`src/rtl/sipo_frame_ctrl.sv`:
```
// Framed serial-to-parallel receiver: start-bit detect, WIDTH-bit shift, valid/ready output holding register.
// Optional even-parity bit after the data bits is compiled in with `define SIPO_FRAME_CTRL_PARITY_EN.
module sipo_frame_ctrl #(
    parameter int WIDTH = 4,
    parameter int CNT_W = 8
) (
    input  logic             clk,
    input  logic             rst,
    input  logic             en,
    input  logic             sin,
    output logic [WIDTH-1:0] dout,
    output logic             dout_valid,
    input  logic             dout_ready,
    output logic             busy,
    output logic             overrun,
    output logic             parity_err,
    input  logic             clr_flags,
    output logic [CNT_W-1:0] word_cnt
);

    localparam int BC_W = (WIDTH > 2) ? $clog2(WIDTH) : 1;
    localparam logic [BC_W-1:0] LAST_BIT = BC_W'(WIDTH - 1);

`ifdef SIPO_FRAME_CTRL_PARITY_EN
    typedef enum logic [1:0] {IDLE, SHIFT, PAR} state_t;
`else
    typedef enum logic [0:0] {IDLE, SHIFT} state_t;
`endif

    state_t          state;
    logic [WIDTH-1:0] sr;
    logic [BC_W-1:0]  bit_cnt;

    logic             load_evt;
    logic [WIDTH-1:0] load_word;
    logic             par_bad;
    logic             load_ok;
    logic             accept;

    always_comb begin
        load_evt  = 1'b0;
        load_word = sr;
        par_bad   = 1'b0;
`ifdef SIPO_FRAME_CTRL_PARITY_EN
        // sr already holds the full word here; the parity bit is on sin.
        if (state == PAR) begin
            if ((^sr) ^ sin) par_bad = 1'b1;
            else             load_evt = 1'b1;
        end
`else
        if (state == SHIFT && bit_cnt == LAST_BIT) begin
            load_evt  = 1'b1;
            load_word = {sr[WIDTH-2:0], sin};
        end
`endif
    end

    assign load_ok = !dout_valid || dout_ready;
    assign accept  = dout_valid && dout_ready;
    assign busy    = (state != IDLE);

    // NOTE: all state below updates with non-blocking assignments so every
    // branch sees the pre-edge values of state, sr and dout_valid.
    always_ff @(posedge clk) begin
        if (rst) begin
            state      <= IDLE;
            sr         <= '0;
            bit_cnt    <= '0;
            dout       <= '0;
            dout_valid <= 1'b0;
            overrun    <= 1'b0;
            word_cnt   <= '0;
        end else begin
            case (state)
                IDLE: begin
                    bit_cnt <= '0;
                    if (en && sin) state <= SHIFT;
                end
                SHIFT: begin
                    sr <= {sr[WIDTH-2:0], sin};
                    if (bit_cnt == LAST_BIT) begin
                        bit_cnt <= '0;
`ifdef SIPO_FRAME_CTRL_PARITY_EN
                        state   <= PAR;
`else
                        state   <= IDLE;
`endif
                    end else begin
                        bit_cnt <= bit_cnt + BC_W'(1);
                    end
                end
`ifdef SIPO_FRAME_CTRL_PARITY_EN
                PAR:     state <= IDLE;
`endif
                default: state <= IDLE;
            endcase

            // A load in the same cycle as an accept keeps dout_valid high with the new word.
            if (load_evt && load_ok) begin
                dout       <= load_word;
                dout_valid <= 1'b1;
                word_cnt   <= word_cnt + CNT_W'(1);
            end else if (accept) begin
                dout_valid <= 1'b0;
            end

            // Set has priority over clear for the sticky flags.
            if (load_evt && !load_ok) overrun <= 1'b1;
            else if (clr_flags)       overrun <= 1'b0;
        end
    end

`ifdef SIPO_FRAME_CTRL_PARITY_EN
    always_ff @(posedge clk) begin
        if (rst)            parity_err <= 1'b0;
        else if (par_bad)   parity_err <= 1'b1;
        else if (clr_flags) parity_err <= 1'b0;
    end
`else
    assign parity_err = 1'b0;
`endif

endmodule

```
`config.mk`:
```
export PLATFORM = sky130hd
export DESIGN_NAME = sipo_frame_ctrl
export DESIGN_NICKNAME = d
export VERILOG_FILES = /design/src/rtl/sipo_frame_ctrl.sv
export SDC_FILE = /design/constraint.sdc
export NUM_CORES = 1
export LEC_CHECK = 0
export CORE_MARGIN = 10
export CORE_UTILIZATION = 30
export DETAILED_ROUTE_END_ITERATION = 6
export DONT_BUFFER_PORTS = 1
export HOLD_SLACK_MARGIN = 0.03
export PLACE_DENSITY = 0.52
export SYNTH_ARGS = -nofsm -noshare
export SYNTH_HDL_FRONTEND = slang
export SYNTH_SLANG_ARGS = --single-unit
```
`constraint.sdc`:
```
create_clock -name clk -period 1.7 [get_ports clk]
set_input_delay 0.425 -clock clk [delete_from_list [all_inputs] [get_ports clk]]
set_output_delay 0.425 -clock clk [all_outputs]
set_load 0.02 [all_outputs]
```
==> results list <==
- Pin count of the biggest net entering global routing: 25
- Total standard cell area after synthesis: 970.9 um2
- The count of nets left with antenna violations once routing finished came out at 0.
- Top FF cell, synth: sky130_fd_sc_hd__dfxtp_1
* Beginning of the worst register-to-register path: bit_cnt[0]
* Number of port buffers: 0
* Unique masters post-synth: 29
* Top cell type's share of synthesized area: 0.4330
- WP data required: 1900 ps
- Clock buffers created by TritonCTS: 3
- ANT cells: 0
- Startpoint type of the worst setup path: flop
- Leading cell type by number of instances after synthesis: sky130_fd_sc_hd__dfxtp_1
* Clock latency at the later pin of the worst-skew pair: 310 ps
- In this run the static leakage power is 0.3622 nW.
- HPWL reported at the end of detailed placement: 1559 um
- Fraction of power spent switching nets: 0.2278
* Top cell type by total area after synthesis: sky130_fd_sc_hd__dfxtp_1
- The detailed router used layers up to and including met4.
- The min-delay analysis places its worst path in the category in2reg.
- After clock tree synthesis, the clock-pin slew on the worst setup and hold paths is 130 ps.
- The number of nets handed over by synthesis was 111.
- Highest Clock Rate: 632.0 MHz
* Relative contribution of combinational cells to total power: 0.033
- CTS built an H-tree with a depth of 1.
* Max-cap violations: 0
- Total net switching power: 176.4 uW
- Wire length of the first global-routing pass: 3463 um
- Dividing the final minimum period by the clock period gives 0.9307.
- The first detailed-routing pass took 4 iterations.
- Total congestion overflow after global routing: 0
* TritonCTS clock tree: done
- Result of the run: completed
- Number of endpoints with negative hold slack in the final report: 0
* Overall global routing resource usage: 0.07058
- Of the total power, the clock network draws 0.321.
- The synthesized design contains 21 register bits.
* Yosys synthesis warning count: 0
* Routed length on met2: 1005 um
- Core Box Area: 3078 um2
- The first routing iteration left 29 violations.
* Worst Hold Launch: rst
- Number of sinks on the clock net: 21
- Vias per Instance: 4.959
- In the final layout, the share of cells above drive strength 1 is 0.1748.
- Power Density: 752.2 nW/um2
- Number of top-level pins: 22
* Final setup violating endpoints: 0
- CP Launch Point: bit_cnt[0]
- For this configuration, the core starts out at a cell density of 0.3154.
- Reg power frac: 0.647
- The routed design has 2127 um of wire.
* Full die area: 5912 um2
- Area Growth Syn to Fin: 6.057%
* Post-synthesis cell count: 102
* Top cells by area, synth: sky130_fd_sc_hd__dfxtp_1 (43%), sky130_fd_sc_hd__a21oi_1 (5.2%), sky130_fd_sc_hd__mux2i_1 (5.2%)
* Sum of routed wire segments on met1: 869 um
* Die span in x: 76.89 um
* Fin. max-slew vios: 0
- Post-route setup TNS: 0 ps
- Most numerous cell types in the synthesized netlist: sky130_fd_sc_hd__dfxtp_1 (21), sky130_fd_sc_hd__a21oi_1 (10), sky130_fd_sc_hd__nor2_1 (9)
- Clock skew on the completed layout was measured at 7.379 ps.
* Proportion of register bits with asynchronous set or reset after synthesis: 0
* Final worst path period need: 1582 ps
* Number of enable-type register cells in the synthesized netlist: 0
* Data arrival time of the critical path: 1790 ps
- RSZ-0062 raised after global routing: false
* DR DRC count: 0
- Worst IR Drop VDD: 462.7 uV
- Maximum fanout along the worst path: 15
* Clock tree root buffer cell: sky130_fd_sc_hd__clkbuf_4
* Detailed-route via count: 729
- The initial antenna violation count was 0.
- Wire length on met3: 235 um
- Buffers inserted to repair hold after CTS numbered 0.
- Average size of a mapped cell: 9.519 um2
- No sink is reached through more buffers than the 2 on the longest clock path.
- Average routed wire per standard cell: 14.47 um
- Endpoint type of the worst setup path: flop
* Routability Congestion: 0.7848
- Startpoint-to-endpoint class of the critical path: reg2reg
- Cell internal power was estimated by the tool at 598.1 uW.
* Number of nets in the finished design: 113
- Row cnt: 20
* Sequential element share of the synthesized area: 0.4330
- Via count of the first global-routing pass: 701
- The design draws 774.5 uW.
- In this run the vertical extent of the chip is 76.89 um.
==> registers in the layout (all words and copies together), names as in the netlist <==
signal,flops
word_cnt,8
dout,4
sr,4
bit_cnt,2
busy,1
dout_valid,1
overrun,1
==> routing by layer <==
layer  vias up  GRT usage
met5         -          0
met4         0    0.01115
met3         2    0.04895
met2        20     0.1113
met1       342    0.07723
li1        365          -
==> power groups by stage <==
| stage | registers [mW] | clock network [mW] | logic (mW) |
|---|---|---|---|
| 6_report | 0.501 | 0.248 | 0.0254 |
| 2_1_floorplan | 0.512 | 0 | 0.0336 |
| 3_3_place_gp | 0.512 | 0 | 0.0245 |
| 3_5_place_dp | 0.512 | 0 | 0.0257 |
| 5_1_grt | 0.502 | 0.277 | 0.0281 |
| 4_1_cts | 0.501 | 0.259 | 0.0257 |
==> stage by stage <==
step	setup WS [ps]	instances	hold slack (ps)	util	instance area [um2]
6_report	117.8	147	171.1	0.3346	1030
5_1_grt	48.10	147	146.0	0.3346	1030
4_1_cts	48.32	147	155.9	0.3317	1021
3_5_place_dp	66.00	143	470.2	0.3220	991.0
3_3_place_gp	213.8	143	438.3	0.3220	991.0
2_1_floorplan	262.4	102	433.7	-	970.9
==> critical path, cell delays in order, from the launching register on <==
cell and delay [ps]:
sky130_fd_sc_hd__dfxtp_1 390, sky130_fd_sc_hd__ha_2 240, sky130_fd_sc_hd__nand2_4 120, sky130_fd_sc_hd__nor4_1 350, sky130_fd_sc_hd__mux2_2 370
==> placed cells by master, fill, tap and decap left out, drive strengths merged, types with 2 or more instances in the layout <==
cell	Yosys	layout
nor4	3	3
o31ai	3	3
mux2	4	4
nand3	7	7
mux2i	5	5
inv	2	2
nor2	9	9
a21oi	10	10
buf	4	5
dfxtp	21	21
nand2	5	5
or4	3	3
o21ai	6	6
nor2b	4	4
ha	3	3
clkbuf	4	3
==> path summary, 6_finish.rpt <==
path,to,slack (ps),cells after the start
setup / recovery,word_cnt[6],120,4
hold / removal,dout[2],170,1
setup reg to reg,word_cnt[6],120,4
hold reg to reg,bit_cnt[0],490,1
==> layout make-up <==
cell class	instances	area, um2
inverter	2	7.507
fill	334	2048
clock inverter	1	7.507
multi-input combinational	71	479.2
timing repair buffer	5	37.54
clock buffer	3	22.52
sequential	21	420.4
tap	44	55.05
==> cells by family (layout without fill, tap and decap cells) <==
family          count (synthesis)  count (layout)  share of synthesized area
mux                             9               9                    0.09794
other cells                     1               1                   0.003862
compound gates                 21              21                     0.1237
buf+inv                        10              11                    0.08248
fa+ha+maj                       3               3                    0.03866
flops                          21              21                     0.4330
simple gates                   37              37                     0.2204
==> what timing repair did <==
item	CTS	global route
setup endpoints to repair	0	2
buffers inserted	0	0
gates resized for setup	0	2
(Power assumes the default switching activity.)
